[config.mk]
export PLATFORM = sky130hd
export DESIGN_NAME = btb_flat
export DESIGN_NICKNAME = d
export VERILOG_FILES = /design/src/rtl/btb_if.sv /design/src/rtl/btb.sv /design/src/flat_wrapper.sv
export SDC_FILE = /design/constraint.sdc
export NUM_CORES = 1
export LEC_CHECK = 0
export ABC_CLOCK_PERIOD_IN_PS = 10400
export CAP_MARGIN = 25
export CELL_PAD_IN_SITES_DETAIL_PLACEMENT = 0
export CELL_PAD_IN_SITES_GLOBAL_PLACEMENT = 2
export CORE_MARGIN = 5
export CORE_UTILIZATION = 53
export DETAILED_ROUTE_END_ITERATION = 8
export PLACE_DENSITY_LB_ADDON = 0.1
export SLEW_MARGIN = 25
export SYNTH_ARGS = -nofsm -noshare
export SYNTH_HDL_FRONTEND = slang
export SYNTH_SLANG_ARGS = --single-unit
export TNS_END_PERCENT = 1
[constraint.sdc]
create_clock -name Clk -period 10.4 [get_ports Clk]
set_input_delay 3.12 -clock Clk [delete_from_list [all_inputs] [get_ports Clk]]
set_output_delay 3.12 -clock Clk [all_outputs]
set_load 0.005 [all_outputs]
[src/rtl/btb_if.sv]
// rtl/btb_if.sv - fetch lookup and EX-stage update bundle for the branch target buffer
interface btb_if;
  logic [31:0] pc;
  logic        btb_predicted;
  logic [31:0] btb_predicted_address;
  logic        upd_en;
  logic [31:0] upd_pc;
  logic        upd_taken;
  logic [31:0] upd_target;
  logic        flush;

  modport master (
    output pc, upd_en, upd_pc, upd_taken, upd_target, flush,
    input  btb_predicted, btb_predicted_address
  );

  modport slave (
    input  pc, upd_en, upd_pc, upd_taken, upd_target, flush,
    output btb_predicted, btb_predicted_address
  );
endinterface

[src/rtl/btb.sv]
// rtl/btb.sv - direct-mapped branch target buffer with 2-bit saturating direction counters
// Combinational lookup on pc; EX-stage updates and flush are applied on the rising edge.
module btb #(
  parameter int ENTRIES = 16,
  parameter int IDX_W   = 4
) (
  input  logic     Clk,
  input  logic     Reset,
  btb_if.slave     bus
);
  localparam int TAG_W = 30 - IDX_W;

  logic [ENTRIES-1:0] valid_q, valid_d;
  logic [TAG_W-1:0]   tag_q    [ENTRIES];
  logic [31:0]        target_q [ENTRIES];
  logic [1:0]         ctr_q    [ENTRIES];

  logic [IDX_W-1:0] l_idx, u_idx;
  logic [TAG_W-1:0] l_tag, u_tag;
  logic             l_hit, u_hit;
  logic             do_alloc, do_train;
  logic [1:0]       u_ctr, u_ctr_nxt;
  logic             unused_lsbs;

  assign l_idx = bus.pc[IDX_W+1:2];
  assign l_tag = bus.pc[31:IDX_W+2];
  assign u_idx = bus.upd_pc[IDX_W+1:2];
  assign u_tag = bus.upd_pc[31:IDX_W+2];
  assign unused_lsbs = ^{bus.pc[1:0], bus.upd_pc[1:0]};

  // Valid gates everything, so unwritten tag/target/ctr storage never reaches the outputs.
  assign l_hit = valid_q[l_idx] && (tag_q[l_idx] == l_tag);
  assign bus.btb_predicted         = l_hit && ctr_q[l_idx][1];
  assign bus.btb_predicted_address = bus.btb_predicted ? target_q[l_idx] : 32'h0;

  assign u_hit    = valid_q[u_idx] && (tag_q[u_idx] == u_tag);
  assign do_train = bus.upd_en && !bus.flush && u_hit;
  assign do_alloc = bus.upd_en && !bus.flush && !u_hit && bus.upd_taken;
  assign u_ctr    = ctr_q[u_idx];

  always_comb begin
    u_ctr_nxt = u_ctr;
    if (bus.upd_taken) begin
      if (u_ctr != 2'b11) u_ctr_nxt = u_ctr + 2'd1;
    end else begin
      if (u_ctr != 2'b00) u_ctr_nxt = u_ctr - 2'd1;
    end
  end

  always_comb begin
    valid_d = valid_q;
    if (bus.flush) valid_d = '0;
    else if (do_alloc) valid_d[u_idx] = 1'b1;
  end

  always_ff @(posedge Clk or negedge Reset) begin
    if (!Reset) valid_q <= '0;
    else        valid_q <= valid_d;
  end

  // Payload arrays are left unreset; a write racing reset lands in an entry that stays invalid.
  always_ff @(posedge Clk) begin
    if (do_alloc) begin
      tag_q[u_idx]    <= u_tag;
      target_q[u_idx] <= bus.upd_target;
      ctr_q[u_idx]    <= 2'b10;
    end else if (do_train) begin
      ctr_q[u_idx] <= u_ctr_nxt;
      if (bus.upd_taken) target_q[u_idx] <= bus.upd_target;
    end
  end
endmodule

[src/flat_wrapper.sv]
// flat-port wrapper written by rule: the top's interface ports become plain ports
module btb_flat 
#(
  parameter int ENTRIES = 16,
  parameter int IDX_W   = 4
)
  (Clk, Reset, bus_pc, bus_upd_en, bus_upd_pc, bus_upd_taken, bus_upd_target, bus_flush, bus_btb_predicted, bus_btb_predicted_address);
  btb_if bus_i ();
  input  logic Clk;
  input  logic Reset;
  input wire logic [$bits(bus_i.pc)-1:0] bus_pc;
  input wire logic [$bits(bus_i.upd_en)-1:0] bus_upd_en;
  input wire logic [$bits(bus_i.upd_pc)-1:0] bus_upd_pc;
  input wire logic [$bits(bus_i.upd_taken)-1:0] bus_upd_taken;
  input wire logic [$bits(bus_i.upd_target)-1:0] bus_upd_target;
  input wire logic [$bits(bus_i.flush)-1:0] bus_flush;
  output wire logic [$bits(bus_i.btb_predicted)-1:0] bus_btb_predicted;
  output wire logic [$bits(bus_i.btb_predicted_address)-1:0] bus_btb_predicted_address;
  assign bus_i.pc = bus_pc;
  assign bus_i.upd_en = bus_upd_en;
  assign bus_i.upd_pc = bus_upd_pc;
  assign bus_i.upd_taken = bus_upd_taken;
  assign bus_i.upd_target = bus_upd_target;
  assign bus_i.flush = bus_flush;
  assign bus_btb_predicted = bus_i.btb_predicted;
  assign bus_btb_predicted_address = bus_i.btb_predicted_address;
  btb #(.ENTRIES(ENTRIES), .IDX_W(IDX_W)) u_core (.Clk(Clk), .Reset(Reset), .bus(bus_i));
endmodule
==> results of run 1 <==
-- layout by cell type (no fill, tap or decap), drive strengths merged, types with 32 or more instances in the layout --
master / count
buf: 91
clkbuf: 131
clkdlybuf4s50: 121
clkinv: 45
edfxtp: 960
mux2i: 86
mux4: 371
nor2: 32
nor2b: 42
xnor2: 42
-- worst max-delay path: stages --
cell	delay, ns
sky130_fd_sc_hd__buf_8	0.47
sky130_fd_sc_hd__mux4_2	0.60
sky130_fd_sc_hd__mux4_2	0.50
sky130_fd_sc_hd__xnor2_1	0.53
sky130_fd_sc_hd__nand4_1	0.33
sky130_fd_sc_hd__nor2_1	0.20
sky130_fd_sc_hd__nand4_1	0.24
sky130_fd_sc_hd__buf_12	0.26
sky130_fd_sc_hd__nor2b_1	0.18
sky130_fd_sc_hd__clkdlybuf4s50_1	0.52
-- path summary, 6_finish.rpt --
kind	to	slack, ns
worst max-delay path	bus_btb_predicted_address[21]	0.18
worst min-delay path	u_core.valid_q[7]$_DFFE_PN0P_	0.54
worst max register to register	u_core.tag_q[4][24]$_DFFE_PP_	5.73
worst min register to register	u_core.valid_q[7]$_DFFE_PN0P_	0.54
max in group asynchronous	u_core.valid_q[8]$_DFFE_PN0P_	7.01
min in group asynchronous	u_core.valid_q[15]$_DFFE_PN0P_	2.91
-- cell families (layout without fill, tap and decap cells) --
family,count (synthesis),in the layout
DFF,976,976
muxes,485,485
and+or+nand+nor,186,186
buffers and inverters,162,429
AOI/OAI and AO/OA,135,135
xor gates and xnor gates,59,59
adders and majority gates,1,1
other,0,1
-- stage by stage --
step | util, % | power (mW) | instances | worst slack (ns) | hold slack (ns)
floorplan | - | 4.78 | 2004 | 1.33 | 0.467
global placement | 56.9 | 4.99 | 3130 | 0.292 | 0.505
detailed placement | 56.9 | 5.00 | 3130 | 0.276 | 0.521
CTS | 61.1 | 8.56 | 3319 | 0.242 | 0.530
global route | 61.2 | 8.76 | 3322 | 0.0788 | 0.546
finish | 61.2 | 8.49 | 3322 | 0.180 | 0.542
-- registers in the layout, indices dropped and copies added, names as in the netlist --
signal           count
u_core.valid_q      16
u_core.ctr_q        32
u_core.tag_q       416
u_core.target_q    512
-- power by group through the flow --
stage	Clock (mW)	Combinational [mW]	Sequential, mW
5_1_grt	3.81	0.596	4.35
6_report	3.57	0.561	4.35
2_1_floorplan	0	0.344	4.43
4_1_cts	3.64	0.565	4.35
3_5_place_dp	0	0.563	4.44
3_3_place_gp	0	0.557	4.43
-- layer usage --
layer	share of wire, %	global-route usage (%)	vias to the layer above
met2	51	42.1	755
met4	2.9	6.92	0
met1	40	34.4	11600
met3	5.5	4.00	187
met5	0	0	-
li1	-	-	8928
-- layout make-up --
cell class	instances	area (µm²)
Fill cell	5578	30600
Sequential cell	976	29200
Multi-Input combinational cell	866	12300
Clock buffer	130	2710
Timing Repair Buffer	213	1990
Tap cell	1050	1310
Clock inverter	59	581
Inverter	27	101
Antenna cell	1	2.50
==> results, run 1 <==
- Across every metal layer, demand over resource in global routing totals between 20% and 30%.
- For the worst flop-to-flop path, the logic depth is 9.
- For this run, the leading register cell type out of synthesis is sky130_fd_sc_hd__edfxtp_1.
- Yosys attributes the largest share of cell area to sky130_fd_sc_hd__edfxtp_1, sky130_fd_sc_hd__mux4_2, sky130_fd_sc_hd__mux2i_1.
- The routed wire length per instance is between 30 and 40 µm.
- Setup violations remaining at the end of the flow were counted as 0.
- After global routing the overflow that remains totals 0.
- Sequential elements use 69.5% of the synthesized area.
- Of all nets on the critical path, the largest fanout is 52.
- The total nets after synthesis is roughly 2,100.
- The analysis attributes to net switching a power of 1.82 mW.
- Summing every instance area after synthesis gives ~42,000 µm².
- After floorplanning, the core was divided into ~100 placement rows.
- The path type of the worst setup path is in -> out.
- The synthesized design contains 960 enable-type register cells.
- The clock skew after layout is around 0.019 ns.
- The CTS tree is built.
- The tree is rooted in a sky130_fd_sc_hd__clkbuf_16.
- After routing the design area is 48,200 µm².
- The via count of the routed design is 21,500.
- The share of flip-flops with an asynchronous set or reset after synthesis is approximately 1.6%.
- The simple logic cell fraction of the synthesized area is under 10%.
- The maximum clock frequency is roughly 0.098 GHz.
- Headroom to the max-slew limit came out at a little under a third.
- Of the total synthesized cell area, the portion taken by full adders, half adders and majority gates is less than 1%.
- The clock reaches the later pin of the worst-skew pair after roughly 0.66 ns.
- The switching share of power is 21.4%.
- The register clock-pin slew on the reported worst setup and hold paths is ~0.050 ns.
- The dominant combinational cell family by area after synthesis is multiplexers.
- Entering global routing, the biggest net connects around 110 pins.
- The post-detailed-placement cell area is 44,900 µm².
- The count of endpoints failing hold in the final timing report came to 0.
- For this design, the sink count on the clock tree is roughly 980.
- Adding up every negative setup slack in the final design gives 0 ns.
- The cell depth of the worst hold path is 2.
- The floorplan step set the die width to just under 300 µm.
- The XOR/XNOR share of the synthesized area is ~1.2%.
- The final-report max-slew violation count is 0.
- The smallest clock period supported by the final layout is computed as 10.22 ns.
- The total length of routed wires is ~110,000 µm.
- The pre-antenna-repair detailed-routing pass consisted of 5 iterations.
- The worst setup path is launched from an input port.
- After detailed routing, the number of remaining DRC violations is 0.
- The worst register-to-register path begins at u_core.tag_q[7][14]$_DFFE_PP_.
- Setup repair after global routing left no endpoint under its margin.
- Gates resized during post-CTS repair numbered 0.
- Compared with the post-synthesis result, the final layout area differs by 14.7%.
- The first routing iteration left about 2,000 violations.
- Summed over all instances, the cell type with the most area after synthesis is sky130_fd_sc_hd__edfxtp_1.
- Counting instances in the post-synthesis netlist gives the leading cell types as sky130_fd_sc_hd__edfxtp_1, sky130_fd_sc_hd__mux4_2, sky130_fd_sc_hd__mux2i_1.
- The post-CTS setup buffer count is 0.
- Internal power comes to about 6.7 mW.
- The global-route wire length before repair is roughly 150,000 µm.
- The slew at the pin closest to its max-slew limit is a little over 1 ns.
- The path class of the lowest-slack min-delay path is reg -> reg.
- The number of max-cap violations is 0.
- STA classifies the critical path endpoint as an output port.
- The effective utilization at floorplan is 53.3%.
- The die covers approximately 85,000 µm².
- The count of cell types in the netlist is 66.
- Per report_power, the combinational group accounts for roughly 6.6% of the total.
- The maximum buffer depth of the clock tree is 3.
- The power per standard cell area is between 150 and 200 nW/µm².
- The critical path required time is approximately 7.3 ns.
- The run finished with clean final reports.
- Detailed placement finished with a half-perimeter wire length of about 60,000 µm.
- The core region is 78,900 µm².
- The analysis attributes to cell leakage a power of between 15 and 20 nW.
- By instance count, the leading cell after synthesis is sky130_fd_sc_hd__edfxtp_1.
- After technology mapping, the gate count stands at 2,004.
- The clock network fraction of total power is a little over two fifths.
- The initial antenna violation count is 1.
- The peak supply drop is ~0.14 mV.
- The final critical-path share of the clock period is a little over nine tenths.
- For the worst setup path, the data arrival time is about 7.1 ns.
- The synthesized design contains 976 register bits.
- The proportion of synthesized area in mux cells is 22.7%.
- The number of global-route vias before repair was ~23,000.
- In the final design database the tool counted approximately 2,300 nets.
- The worst setup path startpoint is bus_pc[2].
- In this run the number of H-tree levels came out at 3.
- Buffers inserted to repair hold after CTS numbered 0.
- The Yosys warning count is 0.
- The synthesized netlist devotes roughly 2.4% of its cell area to compound gates.
- Of the total power, registers draw between 50% and 60%.
- The number of placed I/O pins is 134.
- The detail-routed via count per cell is approximately 6.5.
- In this run, CTS created clock tree buffers numbering 101.
- The number of port buffers is about 130.
- The post-route netlist has a little under a third of its cells at a drive strength greater than 1.
- The remaining antenna violation count after routing is 0.
- At the end of routability-driven placement, the weighted congestion stood at 0.809.
- The startpoint of the most critical hold path is u_core.valid_q[7]$_DFFE_PN0P_.
- The share of the synthesized area in the top cell type is between 60% and 70%.
- Each instance of the synthesized netlist takes up on average 21.0 µm².
- In this run the vertical extent of the chip is a little under 300 µm.
Power figures use the tool's default switching activity.
==> run 2, diff against run 1 <==
--- a/config.mk
+++ b/config.mk
@@ -11,6 +11,7 @@
 export CELL_PAD_IN_SITES_GLOBAL_PLACEMENT = 2
 export CORE_MARGIN = 5
 export CORE_UTILIZATION = 53
+export CTS_CLUSTER_SIZE = 24
 export DETAILED_ROUTE_END_ITERATION = 8
 export PLACE_DENSITY_LB_ADDON = 0.1
 export SLEW_MARGIN = 25
==> results of run 2 <==
Final layout, timing and power as in run 1 (identical DEF).
==> run 3, diff against run 2 <==
--- a/config.mk
+++ b/config.mk
@@ -7,13 +7,11 @@
 export LEC_CHECK = 0
 export ABC_CLOCK_PERIOD_IN_PS = 10400
 export CAP_MARGIN = 25
-export CELL_PAD_IN_SITES_DETAIL_PLACEMENT = 0
-export CELL_PAD_IN_SITES_GLOBAL_PLACEMENT = 2
 export CORE_MARGIN = 5
-export CORE_UTILIZATION = 53
+export CORE_UTILIZATION = 30
 export CTS_CLUSTER_SIZE = 24
 export DETAILED_ROUTE_END_ITERATION = 8
-export PLACE_DENSITY_LB_ADDON = 0.1
+export SKIP_LAST_GASP = 1
 export SLEW_MARGIN = 25
 export SYNTH_ARGS = -nofsm -noshare
 export SYNTH_HDL_FRONTEND = slang
==> results, run 3 (synthesized netlist as in run 1, its figures left out) <==
- The worst-case setup slack after placement is 0.330 ns (+0.0547 ns).
- The slew at the pin closest to its max-slew limit was 1.07 ns (+0.0371 ns).
- The critical path required time is 7.28 ns (about the same).
- Relative to the synthesized area, the layout overhead comes to 16.9%.
- The time the worst path needs with I/O delays and setup was 9.94 ns (-0.279 ns).
- Counting flops per register, the top entry is u_core.target_q.
- The count of hold buffers inserted by post-cts repair is 0 (unchanged).
- The layout filler cell count is 12,800 (+130%).
- The remaining antenna violation count after routing was 0 (unchanged).
- The total clock sinks is 976 (unchanged).
- The via count of the routed design is 21,700 (+1.0%).
- The largest net degree at the start of global routing is 129 (+13%).
- The total number of nets in the final design is 2,278 (-0.35%).
- The largest registers in the layout are u_core.target_q (512), u_core.tag_q (416), u_core.ctr_q (32).
- The effective utilization at floorplan is 30.2% (-23 points).
- The post-layout instance count excluding filler cells was 4,142 (+25%).
- The maximum buffer depth of the clock tree is 3 (unchanged).
- The combined buffer and inverter count along the critical path is 4 (+1).
- The remaining design rule violation count is 0 (unchanged).
- The total length of routed wires is 114,000 µm (+6.6%).
- The post-detailed-placement cell area is 45,900 µm² (+2.3%).
- In the layout the commonest cells are sky130_fd_sc_hd__edfxtp_1, sky130_fd_sc_hd__mux4_2, sky130_fd_sc_hd__clkdlybuf4s50_1.
- The peak supply drop is 0.142 mV (-0.70%).
- The total track usage was 15.2% (-9.7 points).
- The sequential group share of total power is 51.6% (+0.3 points).
- The routed wire length per instance is 27.5 µm (-14%).
- The worst setup path startpoint is bus_pc[3].
- The final setup TNS is 0 ns (unchanged).
- The total global routing overflow is 0 (unchanged).
- The slowest stage of the critical path belongs to the cell sky130_fd_sc_hd__buf_6.
- The number of flip-flops under the largest register name is 512 (unchanged).
- In this run the critical register-to-register path is launched from u_core.tag_q[11][14]$_DFFE_PP_.
- The post-route worst setup slack was 0.459 ns (+0.279 ns).
- The kind of end point of the critical path is an output port.
- The final core utilization is 35.3% (-26 points).
- The initial DRC count was 2,561 (+29%).
- The switching share of power is 22.0% (+0.55 points).
- The cell depth of the worst hold path is 2 (unchanged).
- The headroom to the max-slew limit was 28.4% (-2.6 points).
- The detailed-placement wirelength estimate is 63,200 µm (+4.9%).
- The initial antenna violation count is 14 (+13).
- The clock skew after layout came to 0.0298 ns (+0.0111 ns).
- The fraction of power consumed by combinational cells is 6.7% (about the same).
- The global-route wire length before repair was 164,000 µm (+5.8%).
- The startpoint of the most critical hold path is u_core.valid_q[2]$_DFFE_PN0P_.
- Setup repair after global routing left no endpoint under its margin.
- The number of cells upsized or downsized after cts is 0 (unchanged).
- The floorplan row count is 137 (+33%).
- The die height is 384 µm (+32%).
- The endpoint identified for the worst register-to-register timing path is u_core.tag_q[13][8]$_DFFE_PP_.
- The leakage power of the design is 15.3 nW (-0.66%).
- The post-CTS setup buffer count is 0 (unchanged).
- The power per standard cell area is 172 nW/µm² (-2.5%).
- The flow ran to the end, and the final reports show no timing, DRC or antenna violations.
- The internal power summed over all cells is 6.58 mW (-1.3%).
- The largest fanout on the critical path is 63 (+21%).
- The detail-routed via count per cell is 5.25 (-19%).
- The die footprint is 148,000 µm² (+74%).
- The number of cells after detailed placement was 3,951 (+26%).
- The number of placed I/O pins is 134 (unchanged).
- The number of detailed-routing iterations run before antenna repair is 5 (unchanged).
- The critical path's top delay family is buffers and inverters.
- The peak per-stage delay on the critical path was 0.59 ns (about the same).
- The count of endpoints failing hold in the final timing report came to 0 (unchanged).
- The signal on the critical path passes through buf_6, mux4_2, mux4_2, xnor2_1, nand4_1, nor3_1, buf_4, nand4_1, buf_12, nor2b_1, clkdlybuf4s50_1.
- The clock latency reported for the late side of the worst-skew pair is 0.70 ns (+0.04 ns).
- The x dimension of the die is 384 µm (+32%).
- The clock network fraction of total power is 41.7% (-0.4 points).
- The number of port buffers was 129 (unchanged).
- The number of setup violations in the final report was 0 (unchanged).
- The data arrival time of the critical path came to 6.82 ns (-0.28 ns).
- The number of max-cap violations was 0 (unchanged).
- The worst slack on hold paths came to 0.520 ns (-0.0218 ns).
- The placeable core region was 139,000 µm² (+77%).
- The flop-to-flop setup slack is 5.71 ns (-0.02 ns).
- The post-route cell area is 49,200 µm² (+2.0%).
- The total net switching power is 1.85 mW (+1.9%).
- The number of global-route vias before repair was 22,800 (+1.2%).
- The final-report max-slew violation count is 0 (unchanged).
- The weighted congestion at the end of routability-driven global placement is 0.790 (-2.4%).
- The worst setup path is of the in -> out kind.
- The maximum clock frequency is 0.101 GHz (+2.8%).
- The path class of the tightest hold or removal check is reg -> reg.
- For hold timing, the worst endpoint is u_core.valid_q[2]$_DFFE_PN0P_.
- The final critical-path share of the clock period came to 95.6% (-2.7 points).
- The worst-case reg-to-reg path depth was 9 (unchanged).
- TritonCTS built the clock tree.
- Leaving out fill and tap cells, the most frequent cell in the layout is sky130_fd_sc_hd__edfxtp_1.
- The power consumption was 8.44 mW (-0.60%).
- STA classifies the critical path startpoint as an input port.
- The fraction of layout cells with a size suffix above 1 is 29.5% (-0.57 points).
- The total CTS buffers is 99 (-2.0%).
- The H-tree depth reported by CTS came to 3 (unchanged).
- In this run the clock root is driven by a sky130_fd_sc_hd__clkbuf_16.
- The register clock-pin slew on the reported worst setup and hold paths came to 0.06 ns (about the same).
-- run 3: cell types whose count changed in the layout (fill, tap and decap cells not counted), moves of 2 or more --
cell | before | now
sky130_fd_sc_hd__diode_2 | 1 | 9
sky130_fd_sc_hd__buf_4 | 81 | 74
sky130_fd_sc_hd__clkinv_16 | 0 | 4
sky130_fd_sc_hd__inv_6 | 1 | 4
sky130_fd_sc_hd__clkinvlp_4 | 3 | 5
sky130_fd_sc_hd__bufinv_16 | 9 | 7
sky130_fd_sc_hd__buf_12 | 4 | 6
sky130_fd_sc_hd__clkinv_8 | 3 | 1
sky130_fd_sc_hd__clkinv_2 | 25 | 13
sky130_fd_sc_hd__clkbuf_16 | 102 | 99
sky130_fd_sc_hd__clkbuf_1 | 23 | 27
-- run 3: worst max-delay path by stage --
| stage | end | slack [ns] | cells past startpoint |
|---|---|---|---|
| 2_1_floorplan | bus_btb_predicted_address[11] | 1.33 | 10 |
| 3_3_place_gp | bus_btb_predicted_address[30] | 0.36 | 11 |
| 3_5_place_dp | bus_btb_predicted_address[30] | 0.33 | 11 |
| 4_1_cts | bus_btb_predicted_address[30] | 0.32 | 11 |
| 5_1_grt | bus_btb_predicted_address[30] | 0.28 | 11 |
| 6_report | bus_btb_predicted_address[30] | 0.46 | 11 |
-- run 3: metal layers --
metal | vias to the layer above | GRT usage (%) | routed length [µm]
li1 | 8918 | - | -
met1 | 11700 | 20.3 | 46000
met2 | 943 | 25.6 | 57000
met3 | 177 | 3.35 | 8540
met4 | 8 | 3.49 | 2430
met5 | - | 0 | 67
-- run 3: cell type report --
cell class                      instances  area, µm²  area share, %
Antenna cell                            9       22.5         0.0458
Timing Repair Buffer                  207       1950           3.97
Inverter                               27        101          0.206
Multi-Input combinational cell        866      12300           25.0
Tap cell                             1876       2350           4.77
Sequential cell                       976      29200           59.4
Clock inverter                         50        561           1.14
Clock buffer                          131       2650           5.38
-- run 3: worst reg2reg max path: stages, from the launching register on --
cell	delay (ns)
sky130_fd_sc_hd__edfxtp_1	0.38
sky130_fd_sc_hd__mux4_2	0.48
sky130_fd_sc_hd__mux4_2	0.49
sky130_fd_sc_hd__xnor2_1	0.46
sky130_fd_sc_hd__or3b_1	0.39
sky130_fd_sc_hd__or4_1	0.47
sky130_fd_sc_hd__nor3_4	0.81
sky130_fd_sc_hd__buf_4	0.38
sky130_fd_sc_hd__nor3_2	0.07
sky130_fd_sc_hd__buf_4	0.37
-- run 3: power groups by stage --
| stage | Clock, mW | Combinational [mW] | Sequential (mW) |
|---|---|---|---|
| after detailed placement | 0 | 0.567 | 4.44 |
| after CTS | 3.59 | 0.569 | 4.35 |
| after global routing | 3.77 | 0.598 | 4.35 |
| after floorplan | 0 | 0.344 | 4.43 |
| after global placement | 0 | 0.556 | 4.43 |
| final | 3.52 | 0.563 | 4.35 |
